[src/rtl/pixel_coord_accum.sv]
// Per-pixel homogeneous coordinate accumulator.
//
// Walks a frame of H_PIXELS x V_LINES in raster order and emits a word per pixel:
//   num_x = p1*x + p2*y + p3, num_y = p4*x + p5*y + p6, denom = p7*x + p8*y + p9
// It uses incremental adds only. Steps and row-rewind values are captured on start.
// The origin values are captured by loading them straight into the accumulators.
// Words are offered with a valid/ready handshake to a downstream divider.
//
// Ports:
//   clk, reset_n          clock (rising edge), synchronous active-low reset
//   start                 frame-start request, honoured only while idle
//   p1..p9_inv            step / origin coefficients (signed)
//   dec_num*_horiz,
//   dec_denom_horiz       row rewind values, step*(H_PIXELS-1), supplied precomputed
//   out_valid, out_ready  output handshake
//   num_x, num_y, denom   accumulated values for pixel (x_out, y_out)
//   last                  current word is the final pixel of the frame
//   busy                  frame in progress
//   frame_done            one-cycle pulse after the final pixel is accepted
module pixel_coord_accum #(
  parameter int unsigned H_PIXELS = 640,
  parameter int unsigned V_LINES  = 480
) (
  input  logic               clk,
  input  logic               reset_n,
  input  logic               start,
  input  logic signed [67:0] p1_inv,
  input  logic signed [68:0] p2_inv,
  input  logic signed [78:0] p3_inv,
  input  logic signed [67:0] p4_inv,
  input  logic signed [68:0] p5_inv,
  input  logic signed [78:0] p6_inv,
  input  logic signed [58:0] p7_inv,
  input  logic signed [59:0] p8_inv,
  input  logic signed [70:0] p9_inv,
  input  logic signed [78:0] dec_numx_horiz,
  input  logic signed [78:0] dec_numy_horiz,
  input  logic signed [70:0] dec_denom_horiz,
  output logic               out_valid,
  input  logic               out_ready,
  output logic signed [78:0] num_x,
  output logic signed [78:0] num_y,
  output logic signed [70:0] denom,
  output logic [9:0]         x_out,
  output logic [8:0]         y_out,
  output logic               last,
  output logic               busy,
  output logic               frame_done
);

  localparam logic [9:0] XLast = 10'(H_PIXELS - 1);
  localparam logic [8:0] YLast = 9'(V_LINES - 1);

  typedef enum logic {StIdle, StRun} state_e;

  state_e state_q, state_d;

  // Captured coefficients, already sign-extended to accumulator width.
  logic signed [78:0] step_hx_q, step_hy_q, step_vx_q, step_vy_q, rew_x_q, rew_y_q;
  logic signed [70:0] step_hd_q, step_vd_q, rew_d_q;

  logic signed [78:0] num_x_q, num_y_q;
  logic signed [70:0] denom_q;
  logic [9:0]         x_q;
  logic [8:0]         y_q;
  logic               frame_done_q, frame_done_d;

  logic load, xfer, at_x_end, at_last;

  assign at_x_end = (x_q == XLast);
  assign at_last  = at_x_end && (y_q == YLast);

  always_comb begin
    state_d      = state_q;
    load         = 1'b0;
    xfer         = 1'b0;
    frame_done_d = 1'b0;
    unique case (state_q)
      StIdle: begin
        if (start) begin
          load    = 1'b1;
          state_d = StRun;
        end
      end
      StRun: begin
        // start is deliberately not looked at here, even on the final transfer.
        if (out_ready) begin
          xfer = 1'b1;
          if (at_last) begin
            state_d      = StIdle;
            frame_done_d = 1'b1;
          end
        end
      end
      default: state_d = StIdle;
    endcase
  end

  always_ff @(posedge clk) begin
    if (!reset_n) begin
      state_q      <= StIdle;
      frame_done_q <= 1'b0;
      step_hx_q    <= '0;
      step_hy_q    <= '0;
      step_vx_q    <= '0;
      step_vy_q    <= '0;
      rew_x_q      <= '0;
      rew_y_q      <= '0;
      step_hd_q    <= '0;
      step_vd_q    <= '0;
      rew_d_q      <= '0;
      num_x_q      <= '0;
      num_y_q      <= '0;
      denom_q      <= '0;
      x_q          <= '0;
      y_q          <= '0;
    end else begin
      state_q      <= state_d;
      frame_done_q <= frame_done_d;
      if (load) begin
        step_hx_q <= {{11{p1_inv[67]}}, p1_inv};
        step_hy_q <= {{11{p4_inv[67]}}, p4_inv};
        step_vx_q <= {{10{p2_inv[68]}}, p2_inv};
        step_vy_q <= {{10{p5_inv[68]}}, p5_inv};
        step_hd_q <= {{12{p7_inv[58]}}, p7_inv};
        step_vd_q <= {{11{p8_inv[59]}}, p8_inv};
        rew_x_q   <= dec_numx_horiz;
        rew_y_q   <= dec_numy_horiz;
        rew_d_q   <= dec_denom_horiz;
        num_x_q   <= p3_inv;
        num_y_q   <= p6_inv;
        denom_q   <= p9_inv;
        x_q       <= '0;
        y_q       <= '0;
      end else if (xfer && !at_last) begin
        if (!at_x_end) begin
          num_x_q <= num_x_q + step_hx_q;
          num_y_q <= num_y_q + step_hy_q;
          denom_q <= denom_q + step_hd_q;
          x_q     <= x_q + 10'd1;
        end else begin
          // Rewind to column 0 of the current row, then step down one row.
          num_x_q <= num_x_q - rew_x_q + step_vx_q;
          num_y_q <= num_y_q - rew_y_q + step_vy_q;
          denom_q <= denom_q - rew_d_q + step_vd_q;
          x_q     <= '0;
          y_q     <= y_q + 9'd1;
        end
      end
    end
  end

  assign out_valid  = (state_q == StRun);
  assign busy       = (state_q == StRun);
  assign last       = out_valid && at_last;
  assign frame_done = frame_done_q;
  assign num_x      = num_x_q;
  assign num_y      = num_y_q;
  assign denom      = denom_q;
  assign x_out      = x_q;
  assign y_out      = y_q;

endmodule

[config.mk]
export PLATFORM = sky130hd
export DESIGN_NAME = pixel_coord_accum
export DESIGN_NICKNAME = d
export VERILOG_FILES = /design/src/rtl/pixel_coord_accum.sv
export SDC_FILE = /design/constraint.sdc
export NUM_CORES = 2
export LEC_CHECK = 0
export ABC_CLOCK_PERIOD_IN_PS = 5200
export CORE_AREA = 5 5 430 432
export CTS_CLUSTER_DIAMETER = 60
export DETAILED_ROUTE_END_ITERATION = 12
export DIE_AREA = 0 0 435 437
export PLACE_DENSITY = 0.6
export SLEW_MARGIN = 25
export SYNTH_ARGS = -nofsm -noshare
export SYNTH_HDL_FRONTEND = slang
export SYNTH_SLANG_ARGS = --single-unit
[constraint.sdc]
create_clock -name clk -period 5.2 [get_ports clk]
set_input_delay 1.04 -clock clk [delete_from_list [all_inputs] [get_ports clk]]
set_output_delay 1.04 -clock clk [all_outputs]
set_load 0.005 [all_outputs]
==> reports/summary.txt <==
Num CTS Buffers: 134
Multi-input gate area: 0.0445 mm^2
Cell Pwr Density: 330 mW/mm^2
Synth warn: 0
Maximum fanout along the worst path: 5
Starting DRC count in detailed routing: 6,123
Setup TNS Final: 0 ns
Synth unique cells: 98
Initial Utilization: 0.376
P&R area growth vs syn: 26.4%
Worst vdd ir: 253 uV
Crit-path leading delay family: compound AO/OA/AOI/OAI gates
Avg Inst Size Synth: 7.19 um^2
Routed Antenna Nets: 0
Critical Path AT: 5.57 ns
RSZ-0062 raised after global routing: no
Final hold vios: 0
Yosys top cell by area: dfxtp_1
Total power: 28.3 mW
Fin. max-slew vios: 0
Main synth FF type: dfxtp_1
Met2 WL: 153 mm
CTS Hold Bufs: 0
Drt first pass iters: 6
Slew @ Worst Pin: 1.16 ns
Worst-Skew Late Latency: 0.80 ns
Slowest stage delay, CP: 0.59 ns
Critical path startpoint: denom[1]
Initial antenna violation count: 49
Dpl ws: 0.281 ns
# IOs: 1,107
Ys async rst share: 0
Layout cells sized above 1: 0.0382
Critical path class: reg -> reg
Setup Fix Bufs, Post-CTS: 0
CP Launch Type: register
DR vias: 71.6k
Vias per cell: 5.63
Clock sink count: 872
Cell Rows: 156
Most frequent cell after synthesis: nand2_1
Synthesized flop and latch total: 872
DRC violations left: 0
Clock Pin Slew Worst Setup and Hold Paths: 0.06 ns
HPWL Detailed: 260 mm
Post-synth top cells: nand2_1 (1,913), a21oi_1 (1,394), inv_1 (997)
Period utilization: 0.937
Synth Cell Area: 0.0678 mm^2
Tmin final: 4.87 ns
Mapped Nets: 11.0k
Die Ht: 437 um
Filler cells: 18.3k
Final Util: 0.475
DIE WIDTH: 435 um
Hold Crit Start: step_vx_q[53]
CTS max path bufs: 3
EDFF count, synth: 0
Fin nets: 11.7k
Worst Hold Class: reg -> reg
CORE AREA: 0.180 mm^2
Leak pwr: 35.9 nW
CP max-delay cell: fa_1
Peak Freq: 205 MHz
Final Worst Setup Slack: 0.330 ns
Top-area cell type share of the netlist area: 0.258
Crit-path cells: inv_1 -> fa_1 -> inv_1 -> ha_1 -> a211oi_1 -> o21ai_0 -> nand4_1 -> a21oi_1 -> o2111ai_1 -> nand2_1 -> a31oi_1 -> o21bai_1 -> a221oi_1 -> o21ai_0 -> xnor2_1 -> a211oi_2
CTS resizes: 0
Reg-to-reg startpoint: denom[1]
H-tree levels: 4
Sequential cell area: 0.0175 mm^2
Detailed Route WL: 325 mm
Gpl congestion: 0.992
Met1 WL: 128 mm
Root Driver: clkbuf_16
Data required, critical path: 5.90 ns
Top sig layer: met5
Max_cap viols: 0
Seq/Total Area, Yosys: 0.258
CP Capture Type: register
Drt wl/cell: 25.6 um
CTS tree: built
Largest net degree at the start of global routing: 198
Worst slew margin: 0.226
Status: finished clean
Vias in the first global route: 70.3k
GRT Overall Usage: 0.325
Bufs and invs on worst path: 2
Largest cells by area after synthesis: dfxtp_1 (26%), nand2_1 (11%), a21oi_1 (10%), ha_1 (8.4%), fa_1 (6.8%)
Met3 wire length: 20.8 mm
Grt ovf: 0
Die area: 0.190 mm^2
Final setup violation count: 0
Port Buffers: 1,106
Setup Skew: 0.0432 ns
First-pass GRT wire length: 470 mm
Post-Synthesis Cells: 9,420
-- sequential cells by signal, summed over array words and instances, names as in the netlist --
signal,flops
busy,1
denom,71
frame_done,1
num_x,79
num_y,79
rew_d_q,71
rew_x_q,79
rew_y_q,79
step_hd_q,59
step_hx_q,68
step_hy_q,68
step_vd_q,60
step_vx_q,69
step_vy_q,69
x_out,10
y_out,9
-- logic make-up after synthesis --
| group | after synthesis | share of synthesized area |
|---|---|---|
| xor gates and xnor gates | 427 | 0.0552 |
| AOI/OAI and AO/OA | 2908 | 0.262 |
| DFF | 872 | 0.258 |
| buffers and inverters | 1560 | 0.0871 |
| adders and majority gates | 686 | 0.152 |
| muxes | 14 | 0.00209 |
| and+or+nand+nor | 2953 | 0.184 |
-- worst min-delay path, stage by stage (launching register included) --
cell	delay (ns)
dfxtp_1	0.30
nand2_1	0.05
a21oi_1	0.05
-- cell usage in the layout, fill, tap and decap left out, types with 31 or more instances in the layout --
cell type        netlist  final
nand2_1             1913   1907
a21oi_1             1394   1394
clkdlybuf4s50_1        0   1105
inv_1                997    997
dfxtp_1              872    872
ha_1                 457    457
nor2_1               415    408
o21ai_0              409    408
a21o_1               250    250
xnor2_1              245    245
fa_1                 229    229
xor2_1               182    182
o211ai_1             172    172
nand4_1              159    159
clkbuf_16              0    139
nand3_1              113    112
o21bai_1             108    108
nor3_1               106    106
a211oi_1              86     86
buf_4                  5     69
a31oi_1               64     64
o221ai_1              62     62
o21a_1                49     49
nand2b_1              39     39
nor2b_1               39     38
and3_1                36     35
diode_2                0     34
or3_1                 31     31
o31ai_1               31     31
-- power breakdown --
part	leakage, nW	switching [mW]	total [mW]	internal [mW]
sequential	7.16	0.496	7.61	7.11
clock	2.36	3.75	9.77	6.02
combinational	26.3	6.60	10.9	4.31
-- through the flow --
stage | hold slack (ns) | cells | cell area (um^2)
2_1_floorplan | 0.436 | 9420 | 67800
3_3_place_gp | 0.444 | 12400 | 80700
3_5_place_dp | 0.446 | 12400 | 80700
4_1_cts | 0.454 | 12700 | 85500
5_1_grt | 0.469 | 12700 | 85600
6_report | 0.452 | 12700 | 85600
-- area by class of cell --
class                           instances  share of cell area
Sequential cell                       872               0.204
Timing Repair Buffer                 1199               0.141
Inverter                              998              0.0438
Multi-Input combinational cell       6988               0.520
Clock buffer                          174              0.0446
Antenna cell                           34            0.000994
Clock inverter                         72              0.0112
Tap cell                             2370              0.0346
-- worst paths after layout --
| check | endpoint | slack (ns) | depth (start not counted) |
|---|---|---|---|
| max reg2reg | denom[69] | 0.33 | 16 |
| max | denom[69] | 0.33 | 16 |
| min | step_vx_q[53] | 0.45 | 2 |
| min reg2reg | step_vx_q[53] | 0.45 | 2 |
-- routing by layer --
metal  up-vias  global-route usage
li1      33700                   -
met1     34300               0.386
met2      2846               0.545
met3       670              0.0574
met4        18               0.207
met5         -                   0
Power figures use the tool's default switching activity.
